==> config.mk <==
export PLATFORM = sky130hd
export DESIGN_NAME = period_meter_flat
export DESIGN_NICKNAME = d
export VERILOG_FILES = /design/src/rtl/period_meter_if.sv /design/src/rtl/period_meter.sv /design/src/flat_wrapper.sv
export SDC_FILE = /design/constraint.sdc
export NUM_CORES = 1
export LEC_CHECK = 0
export CAP_MARGIN = 10
export CORE_AREA = 2 2 131 133
export CTS_CLUSTER_DIAMETER = 200
export DETAILED_ROUTE_END_ITERATION = 8
export DIE_AREA = 0 0 133 135
export GPL_ROUTABILITY_DRIVEN = 1
export GPL_TIMING_DRIVEN = 0
export PLACE_DENSITY = 0.63
export SLEW_MARGIN = 20
export SYNTH_ARGS = -nofsm -noshare
export SYNTH_HDL_FRONTEND = slang
export SYNTH_SLANG_ARGS = --single-unit
==> constraint.sdc <==
create_clock -name clk -period 2 [get_ports clk]
set_input_delay 0.5 -clock clk [delete_from_list [all_inputs] [get_ports clk]]
set_output_delay 0.5 -clock clk [all_outputs]
set_load 0.005 [all_outputs]
==> src/rtl/period_meter_if.sv <==
// Measurement result bus of period_meter: period/high-time values with
// their update strobe and status flags.
interface period_meter_if #(
  parameter int WIDTH = 28
);
  logic [WIDTH-1:0] period;
  logic [WIDTH-1:0] high_time;
  logic             valid;
  logic             in_range;
  logic             timeout;
  logic             locked;

  modport master (output period, high_time, valid, in_range, timeout, locked);
  modport slave  (input  period, high_time, valid, in_range, timeout, locked);
endinterface

==> src/rtl/period_meter.sv <==
// Period / high-time meter for a slow asynchronous square wave, with
// tolerance check, lock qualification and missing-edge timeout.
//
// state | meaning
// IDLE  | after reset, no rising edge seen yet
// ARMED | one reference edge seen, next edge yields a measurement
// RUN   | measuring continuously, every edge yields a measurement
// TMO   | no edge for TIMEOUT cycles, waiting for an edge to re-arm
module period_meter #(
  parameter int WIDTH    = 28,
  parameter int TIMEOUT  = 100_000_000,
  parameter int EXPECTED = 50_000_000,
  parameter int TOL      = 500,
  parameter int LOCK_N   = 4
) (
  input  logic          clk,
  input  logic          reset,
  input  logic          sig_in,
  period_meter_if.master res
);

  localparam logic [1:0] IDLE  = 2'd0;
  localparam logic [1:0] ARMED = 2'd1;
  localparam logic [1:0] RUN   = 2'd2;
  localparam logic [1:0] TMO   = 2'd3;

  localparam int              LCW      = $clog2(LOCK_N + 1);
  localparam logic [WIDTH-1:0] TMO_CNT = WIDTH'(TIMEOUT);
  localparam logic [LCW-1:0]  LOCK_MAX = LCW'(LOCK_N);
  // Range bounds are one bit wider than the counter so EXPECTED+TOL cannot wrap.
  localparam logic [WIDTH:0]  RANGE_LO = (EXPECTED > TOL) ? (WIDTH+1)'(EXPECTED - TOL) : '0;
  localparam logic [WIDTH:0]  RANGE_HI = (WIDTH+1)'(EXPECTED) + (WIDTH+1)'(TOL);

  logic             s1, s2, s3;
  logic             rise;
  logic [WIDTH-1:0] cnt;
  logic [WIDTH-1:0] hcnt;
  logic [1:0]       state;
  logic [LCW-1:0]   lock_cnt;
  logic [LCW-1:0]   lock_nxt;
  logic             in_rng;

  logic [WIDTH-1:0] period_q;
  logic [WIDTH-1:0] high_q;
  logic             valid_q;
  logic             in_range_q;
  logic             timeout_q;
  logic             locked_q;

  always_ff @(posedge clk or negedge reset) begin
    if (!reset) begin
      s1 <= 1'b0;
      s2 <= 1'b0;
      s3 <= 1'b0;
    end else begin
      s1 <= sig_in;
      s2 <= s1;
      s3 <= s2;
    end
  end

  assign rise = s2 & ~s3;

  always_ff @(posedge clk or negedge reset) begin
    if (!reset) begin
      cnt  <= '0;
      hcnt <= '0;
    end else begin
      if (rise)
        cnt <= {{(WIDTH-1){1'b0}}, 1'b1};
      else if (cnt != TMO_CNT)
        cnt <= cnt + 1'b1;

      if (rise)
        hcnt <= {{(WIDTH-1){1'b0}}, 1'b1};
      else if (s2 && (hcnt != {WIDTH{1'b1}}))
        hcnt <= hcnt + 1'b1;
    end
  end

  assign in_rng = ({1'b0, cnt} >= RANGE_LO) && ({1'b0, cnt} <= RANGE_HI);

  always_comb begin
    lock_nxt = '0;
    if (in_rng)
      lock_nxt = (lock_cnt == LOCK_MAX) ? lock_cnt : lock_cnt + 1'b1;
  end

  always_ff @(posedge clk or negedge reset) begin
    if (!reset) begin
      state      <= IDLE;
      lock_cnt   <= '0;
      period_q   <= '0;
      high_q     <= '0;
      valid_q    <= 1'b0;
      in_range_q <= 1'b0;
      timeout_q  <= 1'b0;
      locked_q   <= 1'b0;
    end else begin
      valid_q <= 1'b0;
      case (state)
        IDLE, ARMED, RUN: begin
          if (rise) begin
            state <= (state == IDLE) ? ARMED : RUN;
            if (state != IDLE) begin
              period_q   <= cnt;
              high_q     <= hcnt;
              in_range_q <= in_rng;
              valid_q    <= 1'b1;
              lock_cnt   <= lock_nxt;
              locked_q   <= (lock_nxt == LOCK_MAX);
            end
          end else if (cnt == TMO_CNT) begin
            // Measured values are kept; only the status is withdrawn.
            state      <= TMO;
            timeout_q  <= 1'b1;
            in_range_q <= 1'b0;
            locked_q   <= 1'b0;
            lock_cnt   <= '0;
          end
        end
        default: begin
          if (rise) begin
            state     <= ARMED;
            timeout_q <= 1'b0;
          end
        end
      endcase
    end
  end

  assign res.period    = period_q;
  assign res.high_time = high_q;
  assign res.valid     = valid_q;
  assign res.in_range  = in_range_q;
  assign res.timeout   = timeout_q;
  assign res.locked    = locked_q;

endmodule

==> src/flat_wrapper.sv <==
// flat-port wrapper written by rule: the top's interface ports become plain ports
module period_meter_flat 
#(
  parameter int WIDTH    = 28,
  parameter int TIMEOUT  = 100_000_000,
  parameter int EXPECTED = 50_000_000,
  parameter int TOL      = 500,
  parameter int LOCK_N   = 4
)
  (clk, reset, sig_in, res_period, res_high_time, res_valid, res_in_range, res_timeout, res_locked);
  period_meter_if #(.WIDTH(WIDTH)) res_i ();
  input  logic clk;
  input  logic reset;
  input  logic sig_in;
  output wire logic [$bits(res_i.period)-1:0] res_period;
  output wire logic [$bits(res_i.high_time)-1:0] res_high_time;
  output wire logic [$bits(res_i.valid)-1:0] res_valid;
  output wire logic [$bits(res_i.in_range)-1:0] res_in_range;
  output wire logic [$bits(res_i.timeout)-1:0] res_timeout;
  output wire logic [$bits(res_i.locked)-1:0] res_locked;
  assign res_period = res_i.period;
  assign res_high_time = res_i.high_time;
  assign res_valid = res_i.valid;
  assign res_in_range = res_i.in_range;
  assign res_timeout = res_i.timeout;
  assign res_locked = res_i.locked;
  period_meter #(.WIDTH(WIDTH), .TIMEOUT(TIMEOUT), .EXPECTED(EXPECTED), .TOL(TOL), .LOCK_N(LOCK_N)) u_core (.clk(clk), .reset(reset), .sig_in(sig_in), .res(res_i));
endmodule
==> metrics.txt <==
post-route DRC violation count 0; Final Critical Period 2170 ps; CTS tree done; Worst setup EP type flip-flop; antenna violations before repair 0; family with the most delay on the worst path compound AO/OA/AOI/OAI gates; clock sinks 124; Multi-input gate area 0.00267 mm²; pwr dens roughly 900 mW/mm²; FF/Latch Area ~0.0031 mm²; FP Rows 47; max_slew headroom 0.692; Post-synth EDFFs 0; R2R cell count 8; kind of critical path flip-flop to flip-flop; Tot Pwr just under 7 mW; drt total wl about 13000 µm; Max Slew Vio Count 0; drt pass-1 iters 4; Core ar. 0.0164 mm²; Clk Tree Root Cell clkbuf_16; Overall Global Routing Usage 0.155; WP depth 8; Main synth FF type dfrtp_1; Clock transition at path regs 60 ps; Top-Level Pins 63; vias in the first global route 4366; Unique masters post-synth 53; fill count 1521; hold_buf cts 0; Die Width ~130 µm; RSZ-0062 raised after global routing yes; DR vias/cell between 4 and 5; post-route ant nets 0; clk buf depth 2; Post-synth ARST share 1.00; GP Congestion slightly above 0.8; Setup TNS -703 ps; HPWL Detailed around 8800 µm; area grow syn2layout 34.3%; FF-to-FF setup slack -170 ps; area of the mapped netlist approximately 0.0057 mm²; Critical-path top delay cell dfrtp_1; H-tree depth 4; peak supply drop approximately 0.65 mV; via count about 4300; min-delay worst type input port to async pin; initial drt markers about 200; syn_nets roughly 520; dpl cell area ~0.0067 mm²; Finished Cell Area 0.00769 mm²; Critical Path Max Stage Delay roughly 400 ps; Max Cap Viol 0; Fin Hold WS -1.98 ps; largest net degree at the start of global routing between 80 and 90; Pleak about 3.4 nW; skew final between 7 and 8 ps; GR Overflow Total 0; fin nets about 630; layout cells sized above 1 0.277; violated checks hold timing, setup timing; r2r endpoint u_core.lock_cnt[2]$_DFFE_PN0P_; global-route wire length before repair 21800 µm; Synth warnings 0; CP Data Required Time between 2000 and 2500 ps; Core Util, Final 0.469; area of the die between 0.015 and 0.02 mm²; number of synthesized register bits around 120; WL/cell roughly 16 µm; period utilisation layout 1.08; WP data arrival about 2500 ps; # setup viols final 8; Buf/Inv on CP 1; final setup margin -170 ps; reg2reg start u_core.state[0]$_DFFE_PN0P_; Final Hold Viols 1; Slew @ Worst Pin 450 ps; FMAX 0.461 GHz; outcome complete, but fails checks; cells along the critical path ha_2, nor4b_4, o311ai_1, a31o_2, a32oi_4, buf_4, a21oi_2, nor2_1; average size of a mapped cell 11.2 µm²; antenna cells 0; CTS buffer count 17; sequential element share of the synthesized area 0.542; CP Launch Type flip-flop; worst skew pair latency 420 ps; # port buffers 62; crit-path max FO 6; Starting Density 0.349; Post-Syn Instances 513; Die Height ~140 µm
[layout by cell type (no fill, tap or decap), types with 19 or more instances in the layout]
cell and count:
mux2_2 49, nand3_1 19, nand2_1 35, clkdlybuf4s50_1 61, buf_4 33, dfrtp_1 113, o21ai_0 23, xor2_1 26
nor2_1 55, xnor2_1 19
[area by class of cell]
class / count / share of cell area
repair buffers: 96 / 0.117
inverters: 13 / 0.00635
clock inverters: 9 / 0.0156
well taps: 220 / 0.0358
plain buffers: 18 / 0.0135
multi-input cells: 353 / 0.347
flip-flops and latches: 124 / 0.405
clock buffers: 22 / 0.0591
[how the worst max path moves through the flow]
stage	start	end
after floorplan	u_core.cnt[2]$_DFFE_PN0P_	u_core.lock_cnt[0]$_DFFE_PN0P_
after global placement	reset	u_core.res.high_time[16]$_DFFE_PN0P_
after detailed placement	u_core.state[0]$_DFFE_PN0P_	u_core.lock_cnt[0]$_DFFE_PN0P_
after CTS	u_core.cnt[18]$_DFFE_PN0P_	u_core.lock_cnt[0]$_DFFE_PN0P_
after global routing	u_core.state[0]$_DFFE_PN0P_	u_core.lock_cnt[2]$_DFFE_PN0P_
final	u_core.state[0]$_DFFE_PN0P_	u_core.lock_cnt[2]$_DFFE_PN0P_
[cells in the mapped netlist, drive strengths merged (3+ instances only)]
cell type  instances  share of area
xor2              26          0.040
xnor2             19          0.029
clkbuf            16          0.011
o21ai             25          0.022
and3              10          0.011
nor2              56          0.037
buf                7         0.0068
or2                3         0.0033
or3                9         0.0098
nand4             18          0.022
dfrtp            124           0.54
nand4b             3         0.0046
a21oi             11         0.0096
and4               6         0.0096
mux2              49          0.096
ha                 8          0.017
o211ai             3         0.0039
and2               3         0.0033
inv               13         0.0085
nor4               8          0.015
nand2             36          0.024
nor3              11         0.0096
nand3             22          0.019
[power by group]
group	internal [mW]	switching (mW)	total, mW	leakage, nW
sequential	2.69	0.152	2.84	1.68
clock	1.97	1.05	3.02	0.287
combinational	0.504	0.510	1.01	1.43
[routing by layer]
metal  global-route usage  vias up  wire length (µm)
li1                     -     2018                 -
met1                0.187     2129              5710
met2                0.262       83              6830
met3               0.0443       33               537
met4               0.0639        0               331
met5                    0        -                 0
[sequential cells by signal, summed over array words and instances (netlist names), 2 cells and up]
name / cells
u_core.cnt: 28
u_core.hcnt: 28
u_core.lock_cnt: 3
u_core.res.high_time: 28
u_core.res.period: 28
u_core.state: 2
[stage by stage]
stage,std cells,worst slack (ps)
global placement,795,-4320
global route,855,-291
detailed placement,796,-381
finish,855,-170
floorplan,513,42.3
CTS,835,-151
[cells by family (layout without fill, tap and decap cells)]
logic type | Yosys count | in the layout | synth area share
simple gates | 197 | 197 | 0.189
mux | 51 | 51 | 0.0999
fa+ha+maj | 8 | 8 | 0.0175
xor+xnor | 45 | 45 | 0.0688
buf+inv | 36 | 158 | 0.0262
flops | 124 | 124 | 0.542
compound gates | 52 | 52 | 0.0564
[what timing repair did]
action,CTS,global route
pin swaps,8,18
endpoints found under the setup margin,87,38
gates resized for setup,34,33
setup buffers,12,21
Note: power is estimated with default switching activity, not from simulation.
==> RTL change, RTL diff (config.mk and constraints unchanged) <==
Make the reset (`reset`) synchronous in 3 clocked blocks. Comments in the files are not updated.
--- a/src/rtl/period_meter.sv
+++ b/src/rtl/period_meter.sv
@@ -49,3 +49,3 @@
 
-  always_ff @(posedge clk or negedge reset) begin
+  always_ff @(posedge clk) begin
     if (!reset) begin
@@ -63,3 +63,3 @@
 
-  always_ff @(posedge clk or negedge reset) begin
+  always_ff @(posedge clk) begin
     if (!reset) begin
@@ -88,3 +88,3 @@
 
-  always_ff @(posedge clk or negedge reset) begin
+  always_ff @(posedge clk) begin
     if (!reset) begin
Formal check against the unedited RTL: differs if reset is asserted again (counterexample within 10 cycles, from zero or initial values and one cycle with reset low); with reset held inactive, the same outputs for 10 cycles.
==> RTL change against the unedited design <==
  * Worst setup slack better by 0.17 ns
  * Wire length is 2.5% higher
  * Die area stayed put
  * Highest routed layer unchanged
  * First-iteration DRC count is 77% higher
  * Cell area is 5.0% lower
  * Area after synthesis is 4.1% lower
  * Hold slack better by 0.43 ns
  * Sequential cell count stayed put
  * Critical path type unchanged
Power is not compared: it rests on default switching activity, and its combinational part moved more than twofold at a synthesized area within 25%.
==> RTL change: results (changes against the unedited design) <==
<table>
<tr><th>Metric</th><th>Value</th></tr>
<tr><th colspan="2">Final layout</th></tr>
<tr><td>Proportion of layout cells with a drive suffix above 1</td><td>0.154 (-0.123)</td></tr>
<tr><td>Filler cell count in the final layout</td><td>1,618 (+6.4%)</td></tr>
<tr><td>Final #Nets</td><td>779 (+23%)</td></tr>
<tr><th colspan="2">Timing</th></tr>
<tr><td>Worst slew margin relative to its limit</td><td>0.587 (-0.105)</td></tr>
<tr><td>Maximum clock skew at final layout</td><td>0.00718 ns (-0.000159 ns)</td></tr>
<tr><th colspan="2">Logic synthesis</th></tr>
<tr><td>Proportion of register bits with asynchronous set or reset after synthesis</td><td>0 (-1.00)</td></tr>
<tr><td>Fraction of the mapped netlist area in adder cells</td><td>0.0182 (+0.000741)</td></tr>
<tr><td>Sequential area share after synthesis</td><td>0.452 (-0.0900)</td></tr>
<tr><td>Distinct cell type count after synthesis</td><td>59 (+11%)</td></tr>
<tr><td>Top area cells in the synthesized netlist</td><td>dfxtp_1, nand2_1, a21oi_1</td></tr>
<tr><td>Xor/xnor cell area share of the yosys netlist</td><td>0.0526 (-0.0162)</td></tr>
<tr><td>Most numerous cell in the Yosys netlist</td><td>nand2_1</td></tr>
<tr><td>Area fraction in compound gates after synthesis</td><td>0.154 (+0.0971)</td></tr>
<tr><th colspan="2">Placement</th></tr>
<tr><td>Placed Cells</td><td>958 (+20%)</td></tr>
<tr><td>Placed standard-cell area</td><td>0.00638 mm^2 (-4.1%)</td></tr>
<tr><td>Count of port buffers added during placement</td><td>61 (-1.6%)</td></tr>
<tr><th colspan="2">Drt</th></tr>
<tr><td>First-pass iteration count of the detailed router</td><td>5 (+1)</td></tr>
<tr><td>Vias per Instance</td><td>5.02 (+0.68%)</td></tr>
<tr><td>Total length of routed wires</td><td>13,700 um (+2.5%)</td></tr>
<tr><th colspan="2">Status</th></tr>
<tr><td>Run status</td><td>completed</td></tr>
<tr><th colspan="2">Global routing</th></tr>
<tr><td>Number of global-route vias before repair</td><td>4,641 (+6.3%)</td></tr>
<tr><td>Overall Global Routing Usage</td><td>0.159 (+0.00341)</td></tr>
<tr><td>Wire length of the first global-routing pass</td><td>22,900 um (+5.2%)</td></tr>
<tr><td>Largest net degree at the start of global routing</td><td>17 (-80%)</td></tr>
<tr><th colspan="2">Critical path</th></tr>
<tr><td>Data arrival at the endpoint of the critical path</td><td>2.28 ns (-0.24 ns)</td></tr>
</table>
[RTL change: changes by cell type in the layout (fill, tap and decap cells not counted), sizes merged, moves of 13 or more]
| cell | delta |
|---|---|
| a21oi | +72 |
| buf | -13 |
| clkbuf | +17 |
| dfrtp | -124 |
| dfxtp | +124 |
| mux2 | -49 |
| nand2 | +108 |
| xor2 | -16 |
[RTL change: routing by layer]
| metal | share of wire | routed length [um] | vias up | track usage |
|---|---|---|---|---|
| li1 | - | - | 2536 | - |
| met1 | 0.47 | 6500 | 2368 | 0.200 |
| met2 | 0.47 | 6420 | 98 | 0.257 |
| met3 | 0.043 | 592 | 18 | 0.0443 |
| met4 | 0.017 | 228 | 0 | 0.0621 |
| met5 | 0 | 0 | - | 0 |
[RTL change: logic make-up (layout without fill, tap and decap cells)]
| group | after synthesis | count (layout) |
|---|---|---|
| flops | 124 | 124 |
| simple gates | 298 | 298 |
| mux | 1 | 1 |
| compound gates | 142 | 142 |
| fa+ha+maj | 8 | 8 |
| buf+inv | 71 | 174 |
| xor+xnor | 33 | 33 |
[RTL change: cell type report]
class / instances / area share
multi-input cells: 482 / 0.389
flip-flops and latches: 124 / 0.342
repair buffers: 81 / 0.104
clock buffers: 24 / 0.0646
well taps: 220 / 0.0377
plain buffers: 37 / 0.0315
clock inverters: 7 / 0.0188
inverters: 25 / 0.0128
[RTL change: critical path, cell delays in order, from the launching register on]
cell and delay [ns]:
dfxtp_4 0.35, or4b_4 0.53, or3_4 0.41, nor3_4 0.20, a21o_1 0.24, o221ai_1 0.14
[RTL change: where the power goes]
group	internal, mW	leakage, nW	switching [mW]
logic	0.0437	1.06	0.108
registers	2.48	1.01	0.0166
clock network	2.14	0.294	1.07
[RTL change: path summary, 6_finish.rpt]
path	end	slack, ns	cells after the start
setup / recovery	u_core.lock_cnt[0]	0.0005	5
hold / removal	u_core.s2	0.43	1
setup reg to reg	u_core.lock_cnt[0]	0.0005	5
hold reg to reg	u_core.s2	0.43	1
[RTL change: repair_timing]
action,4_1_cts,5_1_grt
setup buffers,7,12
resized for setup,27,43
gates cloned,0,1
endpoints found under the setup margin,91,89
hold buffers,0,0
pin swaps,10,13
[RTL change: per-stage QoR]
stage / power, mW / utilization / setup WS (ns)
global route: 6.07 / 0.445 / -0.0843
global placement: 2.69 / 0.389 / -0.597
finish: 5.86 / 0.445 / 0.000487
CTS: 5.91 / 0.432 / -0.0799
floorplan: 2.64 / - / 0.00222
detailed placement: 2.70 / 0.389 / -0.623
